`src/rtl/bus_xcvr_sync.sv`:
```
// Clocked bidirectional bus transceiver with split in/out/oe ports, registered
// direction control, a guaranteed dead interval on reversals and conflict counting.
module bus_xcvr_sync #(
  parameter int WIDTH       = 8,
  parameter int TURN_CYCLES = 1,
  parameter int CNT_W       = 8
) (
  input  logic             clk,
  input  logic             reset,
  input  logic             t_n,
  input  logic             r_n,
  input  logic [WIDTH-1:0] a_in,
  output logic [WIDTH-1:0] a_out,
  output logic             a_oe,
  input  logic [WIDTH-1:0] b_in,
  output logic [WIDTH-1:0] b_out,
  output logic             b_oe,
  output logic             turning,
  output logic             conflict,
  output logic [CNT_W-1:0] conflict_cnt
);

  localparam int TC_W = (TURN_CYCLES > 1) ? $clog2(TURN_CYCLES) : 1;
  localparam logic [TC_W-1:0]  TURN_LOAD = TC_W'(TURN_CYCLES - 1);
  localparam logic [TC_W-1:0]  TURN_ONE  = TC_W'(1);
  localparam logic [TC_W-1:0]  TURN_ZERO = {TC_W{1'b0}};
  localparam logic [CNT_W-1:0] CNT_MAX   = {CNT_W{1'b1}};
  localparam logic [CNT_W-1:0] CNT_ONE   = CNT_W'(1);

  typedef enum logic [1:0] {
    IDLE = 2'd0,
    XMIT = 2'd1,
    RECV = 2'd2,
    TURN = 2'd3
  } state_t;

  state_t           state_r, state_next_s;
  logic [TC_W-1:0]  turn_cnt_r, turn_cnt_next_s;
  logic             xreq_s, rreq_s, both_s, none_s;
  logic [WIDTH-1:0] a_out_r, b_out_r;
  logic             a_oe_r, b_oe_r, turning_r, conflict_r;
  logic [CNT_W-1:0] conflict_cnt_r;

  // Request decode of the two active-low enables.
  always_comb begin
    xreq_s = ~t_n &  r_n;
    rreq_s =  t_n & ~r_n;
    both_s = ~t_n & ~r_n;
    none_s =  t_n &  r_n;
  end

  // Next-state and turnaround-counter logic; conflicts never change direction.
  always_comb begin
    state_next_s    = state_r;
    turn_cnt_next_s = turn_cnt_r;
    case (state_r)
      IDLE: begin
        if (xreq_s) begin
          state_next_s = XMIT;
        end else if (rreq_s) begin
          state_next_s = RECV;
        end else begin
          state_next_s = IDLE;
        end
      end
      XMIT: begin
        if (rreq_s) begin
          state_next_s    = TURN;
          turn_cnt_next_s = TURN_LOAD;
        end else if (none_s) begin
          state_next_s = IDLE;
        end else begin
          state_next_s = XMIT;
        end
      end
      RECV: begin
        if (xreq_s) begin
          state_next_s    = TURN;
          turn_cnt_next_s = TURN_LOAD;
        end else if (none_s) begin
          state_next_s = IDLE;
        end else begin
          state_next_s = RECV;
        end
      end
      TURN: begin
        // The dead interval always runs out, whatever the request does meanwhile.
        if (turn_cnt_r != TURN_ZERO) begin
          state_next_s    = TURN;
          turn_cnt_next_s = turn_cnt_r - TURN_ONE;
        end else if (xreq_s) begin
          state_next_s = XMIT;
        end else if (rreq_s) begin
          state_next_s = RECV;
        end else begin
          state_next_s = IDLE;
        end
      end
      default: begin
        state_next_s    = IDLE;
        turn_cnt_next_s = TURN_ZERO;
      end
    endcase
  end

  // State, registered enables/data and conflict bookkeeping.
  always_ff @(posedge clk) begin
    if (reset) begin
      state_r        <= IDLE;
      turn_cnt_r     <= TURN_ZERO;
      a_oe_r         <= 1'b0;
      b_oe_r         <= 1'b0;
      a_out_r        <= {WIDTH{1'b0}};
      b_out_r        <= {WIDTH{1'b0}};
      turning_r      <= 1'b0;
      conflict_r     <= 1'b0;
      conflict_cnt_r <= {CNT_W{1'b0}};
    end else begin
      state_r    <= state_next_s;
      turn_cnt_r <= turn_cnt_next_s;
      a_oe_r     <= (state_next_s == RECV);
      b_oe_r     <= (state_next_s == XMIT);
      turning_r  <= (state_next_s == TURN);
      conflict_r <= both_s;
      if (state_next_s == XMIT) begin
        b_out_r <= a_in;
      end
      if (state_next_s == RECV) begin
        a_out_r <= b_in;
      end
      if (both_s && (conflict_cnt_r != CNT_MAX)) begin
        conflict_cnt_r <= conflict_cnt_r + CNT_ONE;
      end
    end
  end

  assign a_out        = a_out_r;
  assign b_out        = b_out_r;
  assign a_oe         = a_oe_r;
  assign b_oe         = b_oe_r;
  assign turning      = turning_r;
  assign conflict     = conflict_r;
  assign conflict_cnt = conflict_cnt_r;

endmodule

```
`config.mk`:
```
export PLATFORM = sky130hd
export DESIGN_NAME = bus_xcvr_sync
export DESIGN_NICKNAME = d
export VERILOG_FILES = /design/src/rtl/bus_xcvr_sync.sv
export SDC_FILE = /design/constraint.sdc
export NUM_CORES = 1
export LEC_CHECK = 0
export ABC_AREA = 1
export BUFFER_PORTS_ARGS = -buffer_cell sky130_fd_sc_hd__buf_2
export CORE_UTILIZATION = 47
export CTS_CLUSTER_DIAMETER = 150
export CTS_CLUSTER_SIZE = 8
export DETAILED_ROUTE_END_ITERATION = 8
export PLACE_DENSITY = 0.77
export SYNTH_ARGS = -nofsm -noshare
export SYNTH_HDL_FRONTEND = slang
export SYNTH_SLANG_ARGS = --single-unit
```
`constraint.sdc`:
```
create_clock -name clk -period 1.7 [get_ports clk]
set_clock_uncertainty 0.2 [all_clocks]
set_input_delay 0.085 -clock clk [delete_from_list [all_inputs] [get_ports clk]]
set_output_delay 0.085 -clock clk [all_outputs]
set_load 0.05 [all_outputs]
```
### After elaboration in Yosys (flattened, before gate mapping)

Cells that the tools add are included.

* bits in read-only memories: 0
* bits in registers: 31
* bits in latches: 0
* input port bits: 20
* memories kept: 0
* memory bits (writable): 0

* bitwise logic cells: 6
* add/sub/neg operators: 2
* div/mod/pow operators: 0
* reduce and logical (&&, ||, !) cells: 4
* equality and inequality tests: 9
* shift-type cells: 0
* $mul: 0
* order comparisons: 0
* muxes and demuxes: 12

Operator list (number)
* $mux 2: 6
* $add 8x1->8 const B: 1
* $eq 2x2->1 const B: 4
* $ne 8x8->1 const B: 1
* $pmux 2 s4: 1
* $and 1x1->1: 4
* $eq 2x1->1 const B: 2
* $mux 1: 4
* $ne 2x2->1 const B: 2
* $pmux 1 s3: 1
* $reduce_and 3->1: 1
* $reduce_bool 3->1: 1
* $logic_not 2->1: 1
* $not 1->1: 2
* $logic_and 1x1->1: 1
* $sub 1x1->1 const B: 1

### Logic depth before layout (Yosys ltp)

Gate-level depths: netlist of run 1.

* word-level depth: 7
* depth in mapped cells: 8

### Worst setup path before layout of run 1

Ideal clock, no wire load.

* kind: register -> register
* from: reg conflict_cnt_r[1], in the netlist conflict_cnt[1]
* to: reg conflict_cnt_r[1], in the netlist conflict_cnt[1]
* required time: 1.384 ns
* stages on the path, launching flop included: 9
* clock period less this slack: 1.846 ns
* path buffers: 0
* library setup time: 0.116 ns
* data arrival time: 1.530 ns
* setup slack: -0.146 ns
* path through: dfxtp_1 -> ha_1 -> inv_1 -> nor2_1 -> nand2_1 -> nand2_2 -> inv_2 -> nor2_1 -> nor2_1

* word-level cells in the longest chain between the ends: 2
* elaborated cells on any way between the ends: 3
* those cells by class: 1 x add/sub; 1 x eq/ne; 1 x reduce/logical

RTL lines
* start, declared: line 42 `logic [CNT_W-1:0] conflict_cnt_r;`
* start signal, assigned: line 117 `conflict_cnt_r <= {CNT_W{1'b0}};`
* start signal, assigned: line 132 `conflict_cnt_r <= conflict_cnt_r + CNT_ONE;`
* parallel branches: the longest is 2 deep, another holds $add 8x1->8

Parallel ways; which one is timed is not known.
A chain may end at the register's enable or synchronous reset.

### Worst setup path after layout of run 1

* from: in reset
* to: reg conflict_r, in the netlist conflict

RTL lines
* start, declared: line 9 `input logic reset,`
* end signal, assigned: line 124 `conflict_r <= both_s;`
* end, declared: line 41 `logic a_oe_r, b_oe_r, turning_r, conflict_r;`

No word-level cell between the ends.

==> results.md, run 1 <==
- GR Util All Layers: 21.7%
- Cell mode on critical path: dlygate4sd3_1
- Clock Latency Late Sink: 0.33 ns
- Setup TNS: 0 ns
- Width of the chip: approximately 54 um
- Fillers: 206
- Drt wl/cell: 10.2 um
- Static Leak: roughly 0.00087 uW
- Buf/Inv on CP: 4
- Final hold vios: 0
- Setup crit end kind: flip-flop
- DR vias/cell: between 4 and 5
- CP max FO: 18
- Initial antenna violation count: 0
- H-tree Lvls: 2
- Total Power: 1540 uW
- Post-CTS sizing: 0
- Largest net degree at the start of global routing: 19
- RSZ-0062 raised after global routing: false
- First-pass GRT wire length: 4.37 mm
- Starting density of the core: around half
- Fin crit share: 90.7%
- Unique masters post-synth: 21
- Hold Crit Class: in2reg
- Final critical-path required period: 1.54 ns
- Fmax: 0.648 GHz
- Pre-antenna DRT Iters: 4
- Worst Tran Pin Value: 0.365 ns
- Register area share after synthesis: 48.0%
- Critical Path Slowest Stage Cell: dlygate4sd3_1
- Syn Nets: between 150 and 200
- Maximum VDD drop: roughly 0.88 mV
- Num CTS Buffers: 5
- Path length in cells of the critical path: 5
- Cell depth of the worst flop-to-flop path: 8
- Worst EP required: about 1.8 ns
- Gr ovfl total: 0
- DRC violations left: 0
- Setup Buffers After CTS: 0
- Port bufs: 47
- Clock buffer depth: 2
- Max-cap check violation count: 0
- Die area: 0.00287 mm^2
- Area Growth Syn to Fin: 41.2%
- Vias in the first global route: 1046
- Syn Inst Count: between 150 and 200
- CTS clk-pin slew, worst paths: 0.09 ns
- CTS Root Cell: clkbuf_4
- Hold path cells: 5
- Antenna viol nets, final: 0
- Crit path cell chain: dlygate4sd3_1 -> buf_2 -> buf_4 -> nor3_1 -> dlygate4sd3_1
- FP Rows: 18
- Final Max Slew Viols: 0
- Post-route design area: 0.00177 mm^2
- Yosys Warn Count: 0
- Setup crit start kind: input port
- Vias: 1314
- Sink Count: 30
- Hpwl dp: 1.83 mm
- Diode count: 0
- DRT iter0 DRCs: 16
- Nets: 268
- RD Place Congestion: 0.830
- I/O pins: 48
- Die Ht: 53.6 um
- Status: finished, final reports clean
- Final setup viols: 0
- Critical Path AT: 1.61 ns
- Critical path class: in2reg
- Max stage delay on crit path: 0.55 ns
- Worst rel slew slack: 75.7%
- Mapped Area: 0.00125 mm^2
- Synth Register Bits: 30
- Critical path's top delay family: buffers and inverters
- Area of placed instances: 0.00151 mm^2
- Syn Area/Cell: 7.06 um^2
- P per Cell Area: 872 mW/mm^2
- Share of cells above drive strength 1: 26.6%
- Hold_ws: between 0.02 and 0.025 ns
- Core area: roughly 0.0025 mm^2
- DRT Wirelength: 2.85 mm
- CTS tree: done
## stage by stage
stage | instances | util, % | worst slack, ns
after floorplan | 177 | - | 0.0122
after global placement | 251 | 60.5 | 0.231
after detailed placement | 251 | 60.5 | 0.181
after CTS | 278 | 70.6 | 0.164
after global routing | 278 | 70.6 | 0.0214
final | 278 | 70.6 | 0.157
## placed cells by master (no fill, tap or decap), drive strengths merged
cell,n
a21oi,12
buf,50
clkbuf,6
clkinv,1
clkinvlp,1
dfxtp,30
dlygate4sd3,19
ha,1
inv,20
nand2,51
nand3,12
nand4,1
nor2,32
nor3,4
o21ai,5
xnor2,1
xor2,2
## repair_timing
item	4_1_cts	5_1_grt
hold endpoints to repair	27	0
endpoints found under the setup margin	0	0
hold buffers	19	0
## cells by family (layout without fill, tap and decap cells)
logic type      count (synthesis)  in the layout  synth area share, %
simple gates                  100            100                 32.8
flops                          30             30                 48.0
buf+inv                        26             97                 8.91
compound gates                 17             17                 7.11
xor+xnor                        3              3                 2.10
fa+ha+maj                       1              1                 1.00
## cell usage after synthesis
library cell / count / area (um^2)
nand2_1: 49 / 184
nor2_1: 31 / 116
dfxtp_1: 30 / 601
inv_1: 18 / 67.6
a21oi_1: 12 / 60.1
nand3_1: 12 / 60.1
nor3_1: 4 / 20.0
o21ai_0: 3 / 15.0
buf_2: 2 / 10.0
clkbuf_1: 2 / 7.51
inv_2: 2 / 7.51
nand2_2: 2 / 12.5
xor2_1: 2 / 17.5
buf_4: 1 / 7.51
buf_6: 1 / 11.3
ha_1: 1 / 12.5
nand4_1: 1 / 6.26
nor2_4: 1 / 11.3
o21ai_1: 1 / 5.00
o21ai_2: 1 / 8.76
xnor2_1: 1 / 8.76
## registers in the layout (all words and copies together), names as in the netlist
register	cells
a_oe	1
conflict_cnt	8
conflict	1
b_oe	1
turning	1
state_r	2
a_out	8
b_out	8
## layer usage
layer	vias up	wire length [um]	share of wire [%]	global-route usage, %
met5	-	0	0	0
met4	0	38	1.3	7.89
met3	7	178	6.3	7.63
met2	35	1400	49	36.3
met1	583	1230	43	25.6
li1	689	-	-	-
## worst register-to-register path, delay by kind of cell (launching register included)
kind / cells / cell delay [ns]
simple gates: 5 / 0.55
flops: 1 / 0.37
fa+ha+maj: 1 / 0.18
buf+inv: 2 / 0.14
## final cells by class
cell class	count	area (um^2)	area share, %
flip-flops and latches	30	603	34.2
multi-input cells	121	538	30.5
repair buffers	69	448	25.4
inverters	20	75.1	4.25
clock buffers	6	51.3	2.91
well taps	30	37.5	2.13
clock inverters	2	12.5	0.709
## final timing paths
kind / startpoint / slack [ns] / to
worst max register to register: conflict_cnt[0] / 0.16 / conflict_cnt[0]
worst max-delay path: reset / 0.16 / conflict
worst min register to register: a_out[5] / 0.27 / a_out[5]
worst min-delay path: t_n / 0.02 / conflict_cnt[6]
## power by group
| group | internal, uW | switching (uW) |
|---|---|---|
| clock | 199 | 246 |
| sequential | 741 | 17.5 |
| combinational | 108 | 228 |
| total | 1050 | 492 |
(Power assumes the default switching activity.)
==> run 2: changes to the inputs <==
--- a/config.mk
+++ b/config.mk
@@ -12,6 +12,7 @@
 export CTS_CLUSTER_SIZE = 8
 export DETAILED_ROUTE_END_ITERATION = 8
 export PLACE_DENSITY = 0.77
+export SETUP_SLACK_MARGIN = 0.3
 export SYNTH_ARGS = -nofsm -noshare
 export SYNTH_HDL_FRONTEND = slang
 export SYNTH_SLANG_ARGS = --single-unit
==> run 2 against run 1 <==
  * Die area did not move
  * Register-to-register slack improved by 0.15 ns
  * Critical path depth rose by 2
  * Sequential share of layout area fell by 2.4 points
  * Fmax rose by 10%
  * Wire length rose by 12%
  * Total power rose by 9.5%
  * Sequential cell count did not move
  * Critical path type is now reg2reg
  * Via count rose by 2.6%
==> results.md, run 2 (synthesized netlist as in run 1, its figures left out) <==
- Setup crit end kind: flip-flop
- Final WS setup: 0.303 ns (+0.146 ns)
- R2R setup slack: 0.30 ns (+0.15 ns)
- CTS clk-pin slew, worst paths: 0.11 ns (+0.02 ns)
- Worst rel slew slack: 72.6% (-3.1 points)
- First-pass GRT wire length: 4.83 mm (+10%)
- RD Place Congestion: 0.830 (about the same)
- CTS tree: done
- Nets: 272 (+1.5%)
- Antenna viol nets, final: 0 (unchanged)
- Final critical-path required period: 1.40 ns (-0.146 ns)
- Final setup viols: 0 (unchanged)
- Clock Latency Late Sink: 0.32 ns (about the same)
- P per Cell Area: 861 mW/mm^2 (-1.3%)
- Starting density of the core: 50.0% (unchanged)
- CP max FO: 8 (-10)
- DRC violations left: 0 (unchanged)
- Hold Crit Class: in2reg
- Core area: 0.00250 mm^2 (unchanged)
- Width of the chip: 53.6 um (unchanged)
- Worst Hold Launch: t_n
- Initial antenna violation count: 0 (unchanged)
- Die Ht: 53.6 um (unchanged)
- DRT iter0 DRCs: 21 (+5)
- Final hold vios: 0 (unchanged)
- Critical Path AT: 1.45 ns (-0.16 ns)
- Max-cap check violation count: 0 (unchanged)
- Fin crit share: 82.2% (-8.6 points)
- Fmax: 0.716 GHz (+10%)
- DRT Wirelength: 3.17 mm (+12%)
- GR Util All Layers: 23.8% (+2.1 points)
- Vias: 1348 (+2.6%)
- CTS Root Cell: clkbuf_4
- Status: finished, final reports clean
- DR vias/cell: 4.78 (+1.1%)
- Hpwl dp: 1.83 mm (+0.21%)
- Setup TNS: 0 ns (unchanged)
- Most common cell after layout, fill and taps aside: buf_2
- Final Max Slew Viols: 0 (unchanged)
- Post-layout util: 78.3% (+7.7 points)
- Largest net degree at the start of global routing: 19 (unchanged)
- H-tree Lvls: 2 (unchanged)
- Drt wl/cell: 11.3 um (+10%)
- Clock buffer depth: 2 (unchanged)
- Gr ovfl total: 0 (unchanged)
- Most frequent cells in the layout: buf_2, nand2_1, nor2_1, dfxtp_1, dlygate4sd3_1
- Cell depth of the worst flop-to-flop path: 7 (-1)
- Vias in the first global route: 1161 (+11%)
- Diode count: 0 (unchanged)
- Hold_ws: 0.0552 ns (+0.0307 ns)
- Maximum VDD drop: 0.966 mV (+9.3%)
- Pre-antenna DRT Iters: 4 (unchanged)
- Worst Tran Pin Value: 0.410 ns (+0.0453 ns)
- Port bufs: 47 (unchanged)
- Static Leak: 0.000941 uW (+7.9%)
- Setup crit start kind: flip-flop
- Die area: 0.00287 mm^2 (unchanged)
- RSZ-0062 raised after global routing: true
- Num CTS Buffers: 5 (unchanged)
- R2R Path Start: state_r[1]
- Reg2reg end: b_out[6]
- Area Growth Syn to Fin: 56.7%
- I/O pins: 48 (unchanged)
- Sink Count: 30 (unchanged)
- Worst EP required: 1.75 ns (-0.02 ns)
- Hold Path End: a_oe
- FP Rows: 18 (unchanged)
- Share of cells above drive strength 1: 38.5% (+12 points)
- Dpl ws: 0.307 ns (+0.126 ns)
- Hold path cells: 4 (-1)
- Critical path class: reg2reg
[run 2: cell types whose count changed in the layout (fill, tap and decap cells not counted), sizes merged]
cell      delta
clkinv       +1
bufinv       +1
clkinvlp     -1
buf          +3
[run 2: worst max-delay path by stage]
stage | startpoint | endpoint | slack, ns | cells after the start
6_report | state_r[1] | b_out[6] | 0.30 | 7
5_1_grt | state_r[1] | b_out[6] | 0.23 | 7
4_1_cts | conflict_cnt[0] | conflict_cnt[0] | 0.30 | 8
3_5_place_dp | conflict_cnt[1] | conflict_cnt[0] | 0.31 | 8
3_3_place_gp | conflict_cnt[1] | conflict_cnt[6] | 0.34 | 7
2_1_floorplan | conflict_cnt[1] | conflict_cnt[1] | 0.27 | 8
[run 2: area by class of cell]
cell class                      count  area [um^2]
Clock buffer                        5         37.5
Clock inverter                      3         40.0
Fill cell                         177          542
Inverter                           20         80.1
Multi-Input combinational cell    121          629
Sequential cell                    30          622
Tap cell                           30         37.5
Timing Repair Buffer               73          512
[run 2: power by group]
group	switching, uW	internal [uW]
Combinational	245	138
Sequential	22.6	737
Clock	239	305
Total	506	1180
[run 2: what timing repair did]
action                     in CTS  in global routing
cloned                          0                  1
gates resized for setup         0                 26
hold buffers                   19                  0
setup endpoints to repair       4                 24
setup buffers                   3                  0
pin swaps                       1                  7
hold endpoints to repair       27                  0
[run 2: metrics by stage]
| step | instance area [um^2] | power [uW] | instances |
|---|---|---|---|
| 6_report | 1960 | 1690 | 282 |
| 5_1_grt | 1960 | 1770 | 282 |
| 4_1_cts | 1850 | 1660 | 281 |
| 2_1_floorplan | 1280 | 1000 | 177 |
| 3_3_place_gp | 1540 | 1070 | 251 |
| 3_5_place_dp | 1540 | 1080 | 251 |
[run 2: per-layer routing]
| layer | up-vias | global-route usage (%) | share of wire (%) |
|---|---|---|---|
| met5 | - | 0 | 0 |
| met4 | 0 | 9.21 | 1.3 |
| met3 | 6 | 7.91 | 6.3 |
| met2 | 53 | 39.6 | 49 |
| met1 | 594 | 28.1 | 43 |
| li1 | 695 | - | - |
[run 2: critical path: stages, from the launching register on]
cell and delay [ns]:
dfxtp_1 0.38, nand2_2 0.08, o21ai_4 0.22, nor2_4 0.08, clkbuf_16 0.16, nand2_1 0.05, nand2_1 0.05, nor2_1 0.11
